$ cat config.mk
export PLATFORM = sky130hd
export DESIGN_NAME = mem_arbiter_fsm_flat
export DESIGN_NICKNAME = d
export VERILOG_FILES = /design/src/rtl/mem_arbiter_fsm_if.sv /design/src/rtl/mem_arbiter_fsm.sv /design/src/flat_wrapper.sv
export SDC_FILE = /design/constraint.sdc
export NUM_CORES = 1
export LEC_CHECK = 0
export ABC_AREA = 1
export BUFFER_PORTS_ARGS = -buffer_cell sky130_fd_sc_hd__buf_2
export CAP_MARGIN = 10
export CORE_AREA = 2 2 105 107
export DETAILED_ROUTE_END_ITERATION = 7
export DIE_AREA = 0 0 107 109
export GPL_TIMING_DRIVEN = 1
export PLACE_DENSITY = 0.57
export REMOVE_ABC_BUFFERS = 1
export SETUP_SLACK_MARGIN = 0.3
export SYNTH_ARGS = -nofsm -noshare
export SYNTH_HDL_FRONTEND = slang
export SYNTH_SLANG_ARGS = --single-unit
$ cat constraint.sdc
create_clock -name CLK -period 2.13 [get_ports CLK]
set_clock_uncertainty 0.2 [all_clocks]
set_input_delay 0.1065 -clock CLK [delete_from_list [all_inputs] [get_ports CLK]]
set_output_delay 0.1065 -clock CLK [all_outputs]
set_load 0.02 [all_outputs]
$ cat src/rtl/mem_arbiter_fsm_if.sv
// Bundle of the fetch port, data port and single-ported RAM signals around the arbiter.
// Latency: none, wiring only.
// Backpressure: none here; stalls are carried by iwait/dwait and the ramstate handshake.
//
// Port summary:
//   fetch  : iREN, iaddr -> iload, iwait
//   data   : dREN, dWEN, daddr, dstore -> dload, dwait
//   RAM    : ramstate, ramload -> ramREN, ramWEN, ramaddr, ramstore
//   status : ram_fault
//   slave  = arbiter side, master = CPU/RAM environment side
interface mem_arbiter_fsm_if;
  logic        iREN;
  logic [31:0] iaddr;
  logic        dREN;
  logic        dWEN;
  logic [31:0] daddr;
  logic [31:0] dstore;
  logic [1:0]  ramstate;
  logic [31:0] ramload;
  logic        ramREN;
  logic        ramWEN;
  logic [31:0] ramaddr;
  logic [31:0] ramstore;
  logic [31:0] iload;
  logic [31:0] dload;
  logic        iwait;
  logic        dwait;
  logic        ram_fault;

  modport slave (
    input  iREN, iaddr, dREN, dWEN, daddr, dstore, ramstate, ramload,
    output ramREN, ramWEN, ramaddr, ramstore, iload, dload, iwait, dwait, ram_fault
  );

  modport master (
    output iREN, iaddr, dREN, dWEN, daddr, dstore, ramstate, ramload,
    input  ramREN, ramWEN, ramaddr, ramstore, iload, dload, iwait, dwait, ram_fault
  );
endinterface

$ cat src/rtl/mem_arbiter_fsm.sv
// Registered arbiter sharing one single-ported RAM between instruction fetch and data access.
// Latency: request seen in IDLE cycle N is granted in cycle N+1; earliest completion is N+1.
// Backpressure: requesters stall on iwait/dwait until RAM reports ACCESS for their grant.
//
// Ports: CLK (rising edge), RST (synchronous, active-high), bus (mem_arbiter_fsm_if.slave).
// Data wins ties unless DSTREAK_MAX data completions have run back to back, then fetch goes.
// ERROR responses are retried by re-arbitration; MAX_RETRY errors on one access set ram_fault.
module mem_arbiter_fsm #(
  parameter int unsigned DSTREAK_MAX = 4,
  parameter int unsigned MAX_RETRY   = 3
) (
  input  logic              CLK,
  input  logic              RST,
  mem_arbiter_fsm_if.slave  bus
);

  localparam logic [1:0] RS_ACCESS = 2'd2;
  localparam logic [1:0] RS_ERROR  = 2'd3;
  localparam logic [3:0] DS_MAX    = 4'(DSTREAK_MAX);
  localparam logic [2:0] MR_MAX    = 3'(MAX_RETRY);

  typedef enum logic [1:0] {
    IDLE = 2'd0,
    INST = 2'd1,
    DATA = 2'd2
  } state_t;

  state_t     state_q, state_d;
  logic [3:0] dstreak_q, dstreak_d;
  logic [2:0] retry_q, retry_d;
  logic       fault_q, fault_d;

  logic       dreq;
  logic       access;
  logic       error;
  logic [2:0] retry_inc;
  logic [2:0] err_retry;
  logic       err_fault;

  assign dreq   = bus.dREN | bus.dWEN;
  assign access = (bus.ramstate == RS_ACCESS);
  assign error  = (bus.ramstate == RS_ERROR);

  // Outcome of one more ERROR on the current access: hitting the limit
  // raises the sticky fault and starts the count over for the next access.
  assign retry_inc = retry_q + 3'd1;
  assign err_retry = (retry_inc == MR_MAX) ? 3'd0 : retry_inc;
  assign err_fault = (retry_inc == MR_MAX) ? 1'b1 : fault_q;

  // Read data is shared; each requester only trusts it while its wait is low.
  assign bus.iload     = bus.ramload;
  assign bus.dload     = bus.ramload;
  assign bus.ram_fault = fault_q;

  always_ff @(posedge CLK) begin
    if (RST) begin
      state_q   <= IDLE;
      dstreak_q <= 4'd0;
      retry_q   <= 3'd0;
      fault_q   <= 1'b0;
    end else begin
      state_q   <= state_d;
      dstreak_q <= dstreak_d;
      retry_q   <= retry_d;
      fault_q   <= fault_d;
    end
  end

  always_comb begin
    state_d      = state_q;
    dstreak_d    = dstreak_q;
    retry_d      = retry_q;
    fault_d      = fault_q;
    bus.ramREN   = 1'b0;
    bus.ramWEN   = 1'b0;
    bus.ramaddr  = 32'd0;
    bus.ramstore = 32'd0;
    bus.iwait    = 1'b1;
    bus.dwait    = 1'b1;

    unique case (state_q)
      IDLE: begin
        // Data takes ties until its streak hits the limit.
        if (dreq && (!bus.iREN || (dstreak_q < DS_MAX))) begin
          state_d = DATA;
        end else if (bus.iREN) begin
          state_d = INST;
        end
      end

      INST: begin
        bus.ramREN  = 1'b1;
        bus.ramaddr = bus.iaddr;
        bus.iwait   = ~access;
        if (access) begin
          state_d   = IDLE;
          retry_d   = 3'd0;
          dstreak_d = 4'd0;
        end else if (!bus.iREN) begin
          // Requester gave up; an ERROR in the same cycle is not counted.
          state_d = IDLE;
        end else if (error) begin
          state_d = IDLE;
          retry_d = err_retry;
          fault_d = err_fault;
        end
      end

      DATA: begin
        bus.ramaddr = bus.daddr;
        // A store wins when the CPU asserts both enables.
        if (bus.dWEN) begin
          bus.ramWEN   = 1'b1;
          bus.ramstore = bus.dstore;
        end else begin
          bus.ramREN = 1'b1;
        end
        bus.dwait = ~access;
        if (access) begin
          state_d   = IDLE;
          retry_d   = 3'd0;
          dstreak_d = (dstreak_q < DS_MAX) ? dstreak_q + 4'd1 : dstreak_q;
        end else if (!dreq) begin
          state_d = IDLE;
        end else if (error) begin
          state_d = IDLE;
          retry_d = err_retry;
          fault_d = err_fault;
        end
      end

      default: begin
        state_d = IDLE;
      end
    endcase
  end

endmodule

$ cat src/flat_wrapper.sv
// flat-port wrapper written by rule: the top's interface ports become plain ports
module mem_arbiter_fsm_flat 
#(
  parameter int unsigned DSTREAK_MAX = 4,
  parameter int unsigned MAX_RETRY   = 3
)
  (CLK, RST, bus_iREN, bus_iaddr, bus_dREN, bus_dWEN, bus_daddr, bus_dstore, bus_ramstate, bus_ramload, bus_ramREN, bus_ramWEN, bus_ramaddr, bus_ramstore, bus_iload, bus_dload, bus_iwait, bus_dwait, bus_ram_fault);
  mem_arbiter_fsm_if bus_i ();
  input  logic CLK;
  input  logic RST;
  input wire logic [$bits(bus_i.iREN)-1:0] bus_iREN;
  input wire logic [$bits(bus_i.iaddr)-1:0] bus_iaddr;
  input wire logic [$bits(bus_i.dREN)-1:0] bus_dREN;
  input wire logic [$bits(bus_i.dWEN)-1:0] bus_dWEN;
  input wire logic [$bits(bus_i.daddr)-1:0] bus_daddr;
  input wire logic [$bits(bus_i.dstore)-1:0] bus_dstore;
  input wire logic [$bits(bus_i.ramstate)-1:0] bus_ramstate;
  input wire logic [$bits(bus_i.ramload)-1:0] bus_ramload;
  output wire logic [$bits(bus_i.ramREN)-1:0] bus_ramREN;
  output wire logic [$bits(bus_i.ramWEN)-1:0] bus_ramWEN;
  output wire logic [$bits(bus_i.ramaddr)-1:0] bus_ramaddr;
  output wire logic [$bits(bus_i.ramstore)-1:0] bus_ramstore;
  output wire logic [$bits(bus_i.iload)-1:0] bus_iload;
  output wire logic [$bits(bus_i.dload)-1:0] bus_dload;
  output wire logic [$bits(bus_i.iwait)-1:0] bus_iwait;
  output wire logic [$bits(bus_i.dwait)-1:0] bus_dwait;
  output wire logic [$bits(bus_i.ram_fault)-1:0] bus_ram_fault;
  assign bus_i.iREN = bus_iREN;
  assign bus_i.iaddr = bus_iaddr;
  assign bus_i.dREN = bus_dREN;
  assign bus_i.dWEN = bus_dWEN;
  assign bus_i.daddr = bus_daddr;
  assign bus_i.dstore = bus_dstore;
  assign bus_i.ramstate = bus_ramstate;
  assign bus_i.ramload = bus_ramload;
  assign bus_ramREN = bus_i.ramREN;
  assign bus_ramWEN = bus_i.ramWEN;
  assign bus_ramaddr = bus_i.ramaddr;
  assign bus_ramstore = bus_i.ramstore;
  assign bus_iload = bus_i.iload;
  assign bus_dload = bus_i.dload;
  assign bus_iwait = bus_i.iwait;
  assign bus_dwait = bus_i.dwait;
  assign bus_ram_fault = bus_i.ram_fault;
  mem_arbiter_fsm #(.DSTREAK_MAX(DSTREAK_MAX), .MAX_RETRY(MAX_RETRY)) u_core (.CLK(CLK), .RST(RST), .bus(bus_i));
endmodule
==> results of run 1 <==
-- final cells by class --
| type | count | area share, % |
|---|---|---|
| well taps | 140 | 6.33 |
| inverters | 49 | 6.65 |
| clock buffers | 4 | 1.99 |
| flip-flops and latches | 10 | 7.51 |
| multi-input cells | 209 | 36.9 |
| repair buffers | 181 | 40.7 |
-- placed cells by master, fill, tap and decap left out, types with 2 or more instances in the layout --
cell type | netlist | routed
sky130_fd_sc_hd__dfxtp_1 | 10 | 8
sky130_fd_sc_hd__buf_6 | 0 | 9
sky130_fd_sc_hd__nand3_1 | 6 | 6
sky130_fd_sc_hd__ha_4 | 0 | 3
sky130_fd_sc_hd__a21oi_2 | 0 | 9
sky130_fd_sc_hd__clkbuf_4 | 0 | 7
sky130_fd_sc_hd__buf_12 | 0 | 3
sky130_fd_sc_hd__a21oi_4 | 0 | 2
sky130_fd_sc_hd__buf_4 | 67 | 34
sky130_fd_sc_hd__inv_2 | 1 | 3
sky130_fd_sc_hd__o21ai_0 | 3 | 3
sky130_fd_sc_hd__nor2_2 | 1 | 3
sky130_fd_sc_hd__clkbuf_8 | 0 | 4
sky130_fd_sc_hd__dfxtp_4 | 0 | 2
sky130_fd_sc_hd__buf_2 | 8 | 126
sky130_fd_sc_hd__ha_1 | 7 | 4
sky130_fd_sc_hd__a21oi_1 | 37 | 26
sky130_fd_sc_hd__inv_1 | 48 | 46
sky130_fd_sc_hd__nor2_1 | 50 | 48
sky130_fd_sc_hd__nand2_1 | 99 | 99
-- worst max-delay path, stage by stage, from the launching register on --
cell and delay [ps]:
sky130_fd_sc_hd__dfxtp_4 370, sky130_fd_sc_hd__inv_2 70, sky130_fd_sc_hd__ha_4 270, sky130_fd_sc_hd__inv_1 60
sky130_fd_sc_hd__buf_12 170, sky130_fd_sc_hd__a21oi_1 170, sky130_fd_sc_hd__buf_4 170
-- final timing paths --
kind	endpoint	slack, ps	depth (start not counted)
max	bus_ramaddr[10]	280	6
min reg2reg	u_core.dstreak_q[3]$_SDFFE_PP0P_	240	2
min	bus_dload[28]	10	0
max reg2reg	u_core.dstreak_q[0]$_SDFFE_PP0P_	470	8
-- power by group through the flow --
stage | logic [mW] | clock network (mW) | registers (mW)
after floorplan | 0.265 | 0 | 0.210
after global routing | 0.670 | 0.256 | 0.211
after CTS | 0.571 | 0.244 | 0.210
final | 0.602 | 0.236 | 0.210
after detailed placement | 0.523 | 0 | 0.211
after global placement | 0.524 | 0 | 0.212
-- logic make-up (layout without fill, tap and decap cells) --
group / count (synthesis) / in the layout
xor gates and xnor gates: 1 / 1
DFF: 10 / 10
buffers and inverters: 127 / 234
adders and majority gates: 7 / 7
and+or+nand+nor: 160 / 160
AOI/OAI and AO/OA: 41 / 41
-- sequential cells by signal (all words and copies together), names as in the netlist --
name,flops
u_core.bus.ram_fault,1
u_core.retry_q,3
u_core.dstreak_q,4
u_core.state_q,2
-- per-layer routing --
layer,track usage (%),share of wire [%]
met1,20.5,33
met2,33.2,41
met3,23.9,26
met4,1.30,0.19
met5,5.36,0
-- what timing repair did --
action	in CTS	in global routing
setup endpoints to repair	67	49
hold buffers	1	0
buffers inserted	1	2
resized for setup	34	60
hold endpoints to repair	5	0
pin swaps	1	1
==> impl_results.rst, run 1 <==
.. list-table::
   :header-rows: 1

   * - Metric
     - Value
   * - HPWL reported at the end of detailed placement
     - 11.7 mm
   * - Final Instance Area
     - 2770 µm²
   * - Final non-filler cell total
     - 593
   * - Starting density of the core
     - 17.5%
   * - Transition at the pin with the smallest max-transition slack
     - 394 ps
   * - Standard-cell rows
     - 38
   * - Layout overhead on the synthesized area
     - 48.8%
   * - Cell Int Power
     - 607 µW
   * - Leak Pwr
     - 1.54 nW
   * - Top-level I/O count
     - 268
   * - Vertical extent of the die
     - 109 µm
   * - Count of clock tree sinks
     - 10
   * - Detailed Route WL
     - 13.2 mm
   * - Final Core Density
     - 26.1%
   * - Cell at the root of the clock tree
     - sky130_fd_sc_hd__clkbuf_8
   * - Fraction of power consumed by sequential logic
     - 20.0%
   * - Storage cell area
     - 208 µm²
   * - Critical register-to-register path startpoint
     - u_core.state_q[0]$_SDFFE_PP0P_
   * - Clock transition at the register clock pins on the worst setup and hold paths after CTS
     - 50 ps
   * - Proportion of synthesized chip area in sequential cells
     - 10.8%
   * - Power per standard cell area
     - 379 nW/µm²
   * - Sw power
     - 441 µW
   * - Via count of the first global-routing pass
     - 2,337
   * - Leading post-synthesis cells by instance count
     - 99 x sky130_fd_sc_hd__nand2_1, 67 x sky130_fd_sc_hd__buf_4, 50 x sky130_fd_sc_hd__nor2_1
   * - Startpoint type of the worst setup path
     - flop
   * - Horizontal die dimension
     - 107 µm
   * - Distinct cell type count after synthesis
     - 19
   * - Post-detailed-route count of antenna-violating nets
     - 0
   * - Main combinational cell family by area after synthesis
     - buffers and inverters
   * - Buffers on Ports
     - 171
   * - Class of the worst hold path
     - input pin to output pin
   * - Post-Syn Instances
     - 346
   * - Mean Syn Cell Area
     - 5.37 µm²
   * - Multi-input logic area
     - 1020 µm²
   * - Required time of the worst setup path
     - 1820 ps
   * - Main synth FF type
     - sky130_fd_sc_hd__dfxtp_1
   * - Die area
     - 11,700 µm²
   * - Launching element of the worst setup path
     - u_core.state_q[1]$_SDFFE_PP0P_
   * - MaxCap Viol Count
     - 0
   * - Pin count of the biggest net entering global routing
     - 34
   * - Net Sw Frac
     - 42.1%
   * - Startpoint of the lowest-slack hold path
     - bus_ramload[28]
   * - WL/cell
     - 22.3 µm
   * - Overall power consumption
     - 1.05 mW
   * - Max transition margin
     - 73.5%
   * - Detailed-router iteration count before antenna repair
     - 4
   * - Maximum root-to-sink buffer count
     - 2
   * - Filler cells
     - 1,256
   * - TritonCTS clock tree
     - built
   * - Period utilisation layout
     - 86.7%
   * - Final net count
     - 596
   * - Top cells by area in the synthesized netlist
     - sky130_fd_sc_hd__buf_4 27%, sky130_fd_sc_hd__nand2_1 20%, sky130_fd_sc_hd__dfxtp_1 11%, sky130_fd_sc_hd__nor2_1 10%, sky130_fd_sc_hd__a21oi_1 10%
   * - Synthesized-area fraction occupied by xor and xnor cells
     - 0.471%
   * - Drt via density
     - 4.20
   * - Top cell type by total area after synthesis
     - sky130_fd_sc_hd__buf_4
   * - Power share of the combinational group
     - 57.4%
   * - Maximum vdd drop
     - 0.228 mV
   * - Synthesized-area fraction occupied by and/or/nand/nor cells
     - 33.3%
   * - Wire length of the first global-routing pass
     - 17.1 mm
   * - Async SR Flop Fraction
     - 0%
   * - Post-synth EDFFs
     - 0
   * - Area fraction in compound gates after synthesis
     - 11.0%
   * - Area of placed instances
     - 2390 µm²
   * - Mux share of post-synthesis cell area
     - 0%
   * - Outcome
     - complete, no violations
   * - DRC errors left
     - 0
   * - Least setup slack across all paths after layout
     - 284 ps
   * - Crit path kind
     - flop to output pin
   * - Number of endpoints failing setup at the final stage
     - 0
   * - Overall via count from detail_route
     - 2,492
   * - Number of clock buffers inserted by TritonCTS
     - 3
   * - Achievable clock frequency
     - 0.542 GHz
   * - Worst slack at placement
     - 151 ps
   * - Placed cells
     - 585
   * - Peak fanout along the critical path
     - 32
   * - Core ar.
     - 10,600 µm²
   * - Initial antenna violation count
     - 0
   * - Synthesis-stage register bit count
     - 10
   * - Number of hold-slack violations in the final timing report
     - 0
   * - Total standard cell area after synthesis
     - 1860 µm²
   * - Worst hold margin
     - 13.2 ps
   * - Data arrival at the endpoint of the critical path
     - 1540 ps
   * - Final TNS setup
     - 0 ps
   * - Final weighted congestion in routability-driven placement
     - 0.940
   * - Crit. End Element
     - output pin
   * - Clk Latency, worst-skew pair
     - 230 ps
   * - Global-route usage over all layers
     - 21.7%
   * - Final-report max-slew violation count
     - 0
   * - Most frequent cell after synthesis
     - sky130_fd_sc_hd__nand2_1
   * - RSZ-0062 raised after global routing
     - true
   * - Overflow left after global routing
     - 0
   * - Count of inserted antenna diode cells
     - 0
   * - Initial DRC Count
     - 130
   * - H-tree depth
     - 1
   * - Share of power burned in the clock network
     - 22.6%
   * - Tmin final
     - 1850 ps
   * - Share of post-route cells with drive strength above 1
     - 45.7%
   * - Post-synthesis share of cell area spent on full adders, half adders and majority gates
     - 4.71%
   * - Portion of synthesized cell area occupied by the leading cell type
     - 27.1%
   * - Synth warn
     - 0
Power figures use the tool's default switching activity.
==> inputs of run 2 (changes only) <==
ABC_AREA = not set   (was 1)
CORE_AREA = 2 2 103 105   (was 2 2 105 107)
DIE_AREA = 0 0 105 107   (was 0 0 107 109)
PLACE_DENSITY = 0.59   (was 0.57)
==> impl_results.rst, run 2 <==
.. list-table::
   :header-rows: 1

   * - Metric
     - Value
   * - Most frequent cell after synthesis
     - sky130_fd_sc_hd__buf_4 (was sky130_fd_sc_hd__nand2_1)
   * - Horizontal die dimension
     - 105 µm (was 107 µm)
   * - Busiest layer in global routing
     - met2 (unchanged)
   * - Wire length of the first global-routing pass
     - 14.6 mm (was 17.1 mm)
   * - Mean Syn Cell Area
     - 7.46 µm² (was 5.37 µm²)
   * - Leading post-synthesis cells by instance count
     - 65 x sky130_fd_sc_hd__buf_4, 36 x sky130_fd_sc_hd__nor2b_1, 32 x sky130_fd_sc_hd__a22oi_1, 32 x sky130_fd_sc_hd__and3_1, 11 x sky130_fd_sc_hd__clkbuf_1 (was 99 x sky130_fd_sc_hd__nand2_1, 67 x sky130_fd_sc_hd__buf_4, 50 x sky130_fd_sc_hd__nor2_1)
   * - Crit. End Element
     - output pin (unchanged)
   * - Maximum root-to-sink buffer count
     - 2 (unchanged)
   * - Number of hold-slack violations in the final timing report
     - 0 (unchanged)
   * - Multi-input logic area
     - 1210 µm² (was 1020 µm²)
   * - CP Cell Sequence
     - inv_4, ha_4, buf_12, buf_12, nor2b_1, o21a_1, buf_6 (was inv_2, ha_4, inv_1, buf_12, a21oi_1, buf_4)
   * - Achievable clock frequency
     - 0.534 GHz (was 0.542 GHz)
   * - Tmin final
     - 1870 ps (was 1850 ps)
   * - Total standard cell area after synthesis
     - 1910 µm² (was 1860 µm²)
   * - Overall via count from detail_route
     - 2,416 (was 2,492)
   * - Largest incremental delay on the critical path
     - 380 ps (was 370 ps)
   * - RSZ-0062 raised after global routing
     - true (unchanged)
   * - Largest regs
     - u_core.dstreak_q (4), u_core.retry_q (3), u_core.state_q (2) (unchanged)
   * - Final weighted congestion in routability-driven placement
     - 0.867 (was 0.940)
   * - Detailed-router iteration count before antenna repair
     - 4 (unchanged)
   * - Crit path kind
     - flop to output pin (unchanged)
   * - Least setup slack across all paths after layout
     - 258 ps (was 284 ps)
   * - Final-report max-slew violation count
     - 0 (unchanged)
   * - MaxCap Viol Count
     - 0 (unchanged)
   * - Final net count
     - 510 (was 596)
   * - Standard-cell rows
     - 37 (was 38)
   * - Cell at the root of the clock tree
     - sky130_fd_sc_hd__clkbuf_8 (unchanged)
   * - Global-route usage over all layers
     - 17.4% (was 21.7%)
   * - Period utilisation layout
     - 87.9% (was 86.7%)
   * - Vertical extent of the die
     - 107 µm (was 109 µm)
   * - Peak fanout along the critical path
     - 7 (was 32)
   * - Leak Pwr
     - 1.50 nW (was 1.54 nW)
   * - Startpoint type of the worst setup path
     - flop (unchanged)
   * - Core ar.
     - 10,100 µm² (was 10,600 µm²)
   * - Initial antenna violation count
     - 1 (was 0)
   * - Outcome
     - complete, no violations (unchanged)
   * - WL/cell
     - 22.5 µm (was 22.3 µm)
   * - Proportion of synthesized chip area in sequential cells
     - 10.5% (was 10.8%)
   * - Met1 usage
     - 21.1% (was 20.5%)
   * - Maximum vdd drop
     - 0.280 mV (was 0.228 mV)
   * - Share of post-route cells with drive strength above 1
     - 60.8% (was 45.7%)
   * - Top cells by area in the synthesized netlist
     - sky130_fd_sc_hd__buf_4 26%, sky130_fd_sc_hd__a22oi_1 13%, sky130_fd_sc_hd__nor2b_1 12%, sky130_fd_sc_hd__and3_1 10%, sky130_fd_sc_hd__dfxtp_1 10% (was sky130_fd_sc_hd__buf_4 27%, sky130_fd_sc_hd__nand2_1 20%, sky130_fd_sc_hd__dfxtp_1 11%, sky130_fd_sc_hd__nor2_1 10%, sky130_fd_sc_hd__a21oi_1 10%)
   * - Top library cells by usage in the layout, fill and taps aside
     - 147 x sky130_fd_sc_hd__buf_2, 36 x sky130_fd_sc_hd__nor2b_1, 32 x sky130_fd_sc_hd__and3_1, 27 x sky130_fd_sc_hd__buf_4, 19 x sky130_fd_sc_hd__a22oi_1 (was 126 x sky130_fd_sc_hd__buf_2, 99 x sky130_fd_sc_hd__nand2_1, 48 x sky130_fd_sc_hd__nor2_1, 46 x sky130_fd_sc_hd__inv_1, 34 x sky130_fd_sc_hd__buf_4)
   * - Synthesis-stage register bit count
     - 10 (unchanged)
   * - Max transition margin
     - 78.0% (was 73.5%)
   * - Post-synth EDFFs
     - 0 (unchanged)
   * - Clk Latency, worst-skew pair
     - 240 ps (was 230 ps)
   * - Global routing usage on met2
     - 24.1% (was 33.2%)
   * - Number of clock buffers inserted by TritonCTS
     - 3 (unchanged)
   * - DRC errors left
     - 0 (unchanged)
   * - Class of the worst hold path
     - input pin to flop (was input pin to output pin)
   * - Detailed Route WL
     - 11.3 mm (was 13.2 mm)
   * - Worst slack at placement
     - 283 ps (was 151 ps)
   * - Pin count of the biggest net entering global routing
     - 40 (was 34)
   * - Number of endpoints failing setup at the final stage
     - 0 (unchanged)
   * - Main synth FF type
     - sky130_fd_sc_hd__dfxtp_1 (unchanged)
   * - Max reg flops
     - 4 (unchanged)
   * - Final Instance Area
     - 2940 µm² (was 2770 µm²)
   * - Power per standard cell area
     - 385 nW/µm² (was 379 nW/µm²)
   * - H-tree depth
     - 1 (unchanged)
   * - Portion of synthesized cell area occupied by the leading cell type
     - 25.6% (was 27.1%)
   * - Synth warn
     - 0 (unchanged)
   * - TritonCTS clock tree
     - built (unchanged)
   * - Top-level I/O count
     - 268 (unchanged)
   * - Combined buffer and inverter count along the critical path
     - 4 (unchanged)
   * - Storage cell area
     - 208 µm² (unchanged)
   * - Die area
     - 11,200 µm² (was 11,700 µm²)
   * - Largest Register
     - u_core.dstreak_q (unchanged)
   * - Filler cells
     - 1,108 (was 1,256)
   * - Data arrival at the endpoint of the critical path
     - 1570 ps (was 1540 ps)
   * - Post-Syn Instances
     - 256 (was 346)
   * - Distinct cell type count after synthesis
     - 40 (was 19)
   * - Cell type with the highest occurrence count on the critical path
     - sky130_fd_sc_hd__buf_12
   * - Area of placed instances
     - 2410 µm² (was 2390 µm²)
   * - Met3 usage
     - 13.8% (was 23.9%)
   * - Layout overhead on the synthesized area
     - 54.0% (was 48.8%)
   * - Clock transition at the register clock pins on the worst setup and hold paths after CTS
     - 50 ps (about the same)
   * - Buffers on Ports
     - 171 (unchanged)
   * - Initial DRC Count
     - 165 (was 130)
   * - Count of clock tree sinks
     - 10 (unchanged)
   * - Overflow left after global routing
     - 0 (unchanged)
   * - Overall power consumption
     - 1.13 mW (was 1.05 mW)
   * - Highest-delay cell along the critical path
     - sky130_fd_sc_hd__dfxtp_4 (unchanged)
   * - Starting density of the core
     - 18.9% (was 17.5%)
   * - HPWL reported at the end of detailed placement
     - 8.69 mm (was 11.7 mm)
   * - Commonest non-fill, non-tap cell in the layout
     - sky130_fd_sc_hd__buf_2 (unchanged)
   * - Transition at the pin with the smallest max-transition slack
     - 325 ps (was 394 ps)
   * - Post-detailed-route count of antenna-violating nets
     - 0 (unchanged)
   * - Via count of the first global-routing pass
     - 2,301 (was 2,337)
   * - Async SR Flop Fraction
     - 0% (unchanged)
   * - Worst hold margin
     - 11.8 ps (was 13.2 ps)
   * - Top cell type by total area after synthesis
     - sky130_fd_sc_hd__buf_4 (unchanged)
   * - Drt via density
     - 4.79 (was 4.20)
   * - Required time of the worst setup path
     - 1820 ps (about the same)
   * - Kind of cell adding the most delay to the critical path
     - buffers and inverters (unchanged)
[run 2: cell count changes after synthesis, moves of 4 or more]
cell and delta:
sky130_fd_sc_hd__nand2_1 -96, sky130_fd_sc_hd__nor2_1 -45, sky130_fd_sc_hd__inv_1 -43, sky130_fd_sc_hd__nor2b_1 +36, sky130_fd_sc_hd__a21oi_1 -32, sky130_fd_sc_hd__a22oi_1 +32, sky130_fd_sc_hd__and3_1 +32, sky130_fd_sc_hd__clkbuf_1 +8
sky130_fd_sc_hd__nand2b_1 +5, sky130_fd_sc_hd__nand3_1 -4
[run 2: worst paths after layout]
check	startpoint	to	slack, ps	depth (start not counted)
setup / recovery	u_core.state_q[0]$_SDFFE_PP0P_	bus_ramREN	260	7
hold reg to reg	u_core.bus.ram_fault$_SDFFE_PP0P_	u_core.bus.ram_fault$_SDFFE_PP0P_	270	2
setup reg to reg	u_core.state_q[0]$_SDFFE_PP0P_	u_core.retry_q[1]$_SDFFE_PP0P_	280	7
hold / removal	bus_iREN	u_core.state_q[0]$_SDFFE_PP0P_	10	2
[run 2: kinds of logic (layout without fill, tap and decap cells)]
| family | count (synthesis) | in the layout | synth area share [%] |
|---|---|---|---|
| adders and majority gates | 7 | 7 | 4.59 |
| xor gates and xnor gates | 1 | 1 | 0.459 |
| buffers and inverters | 91 | 202 | 31.6 |
| and+or+nand+nor | 96 | 96 | 31.8 |
| DFF | 10 | 10 | 10.5 |
| other | 0 | 1 | 0 |
| AOI/OAI and AO/OA | 51 | 51 | 21.1 |
[run 2: layout make-up]
class	instances	share of cell area, %
Sequential cell	10	7.06
Inverter	6	0.851
Multi-Input combinational cell	155	41.2
Tap cell	136	5.79
Clock buffer	4	1.87
Antenna cell	1	0.0851
Timing Repair Buffer	192	43.1
[run 2: routing by layer]
| layer | vias up | share of wire (%) |
|---|---|---|
| met4 | 2 | 0.35 |
| li1 | 1053 | - |
| met2 | 200 | 41 |
| met3 | 7 | 16 |
| met1 | 1154 | 42 |
| met5 | - | 0.52 |
[run 2: report_power, final]
group	internal [mW]	switching, mW	leakage, nW
Combinational	0.353	0.333	1.39
Clock	0.163	0.0804	0.0288
Sequential	0.195	0.00867	0.0824
Total	0.710	0.422	1.50
[run 2: per-stage QoR]
stage	TNS [ps]	utilization (%)	cells
final	0	29.1	504
after global routing	0	29.1	503
after CTS	0	26.0	492
after detailed placement	0	23.9	483
after global placement	0	23.9	483
after floorplan	-17900	-	171
[run 2: what timing repair did]
action | CTS | global route
hold buffers | 2 | 0
endpoints found under the setup margin | 68 | 46
pin swaps | 1 | 6
buffers inserted | 2 | 5
endpoints found under the hold margin | 3 | 0
gates resized for setup | 29 | 38
cloned | 1 | 6
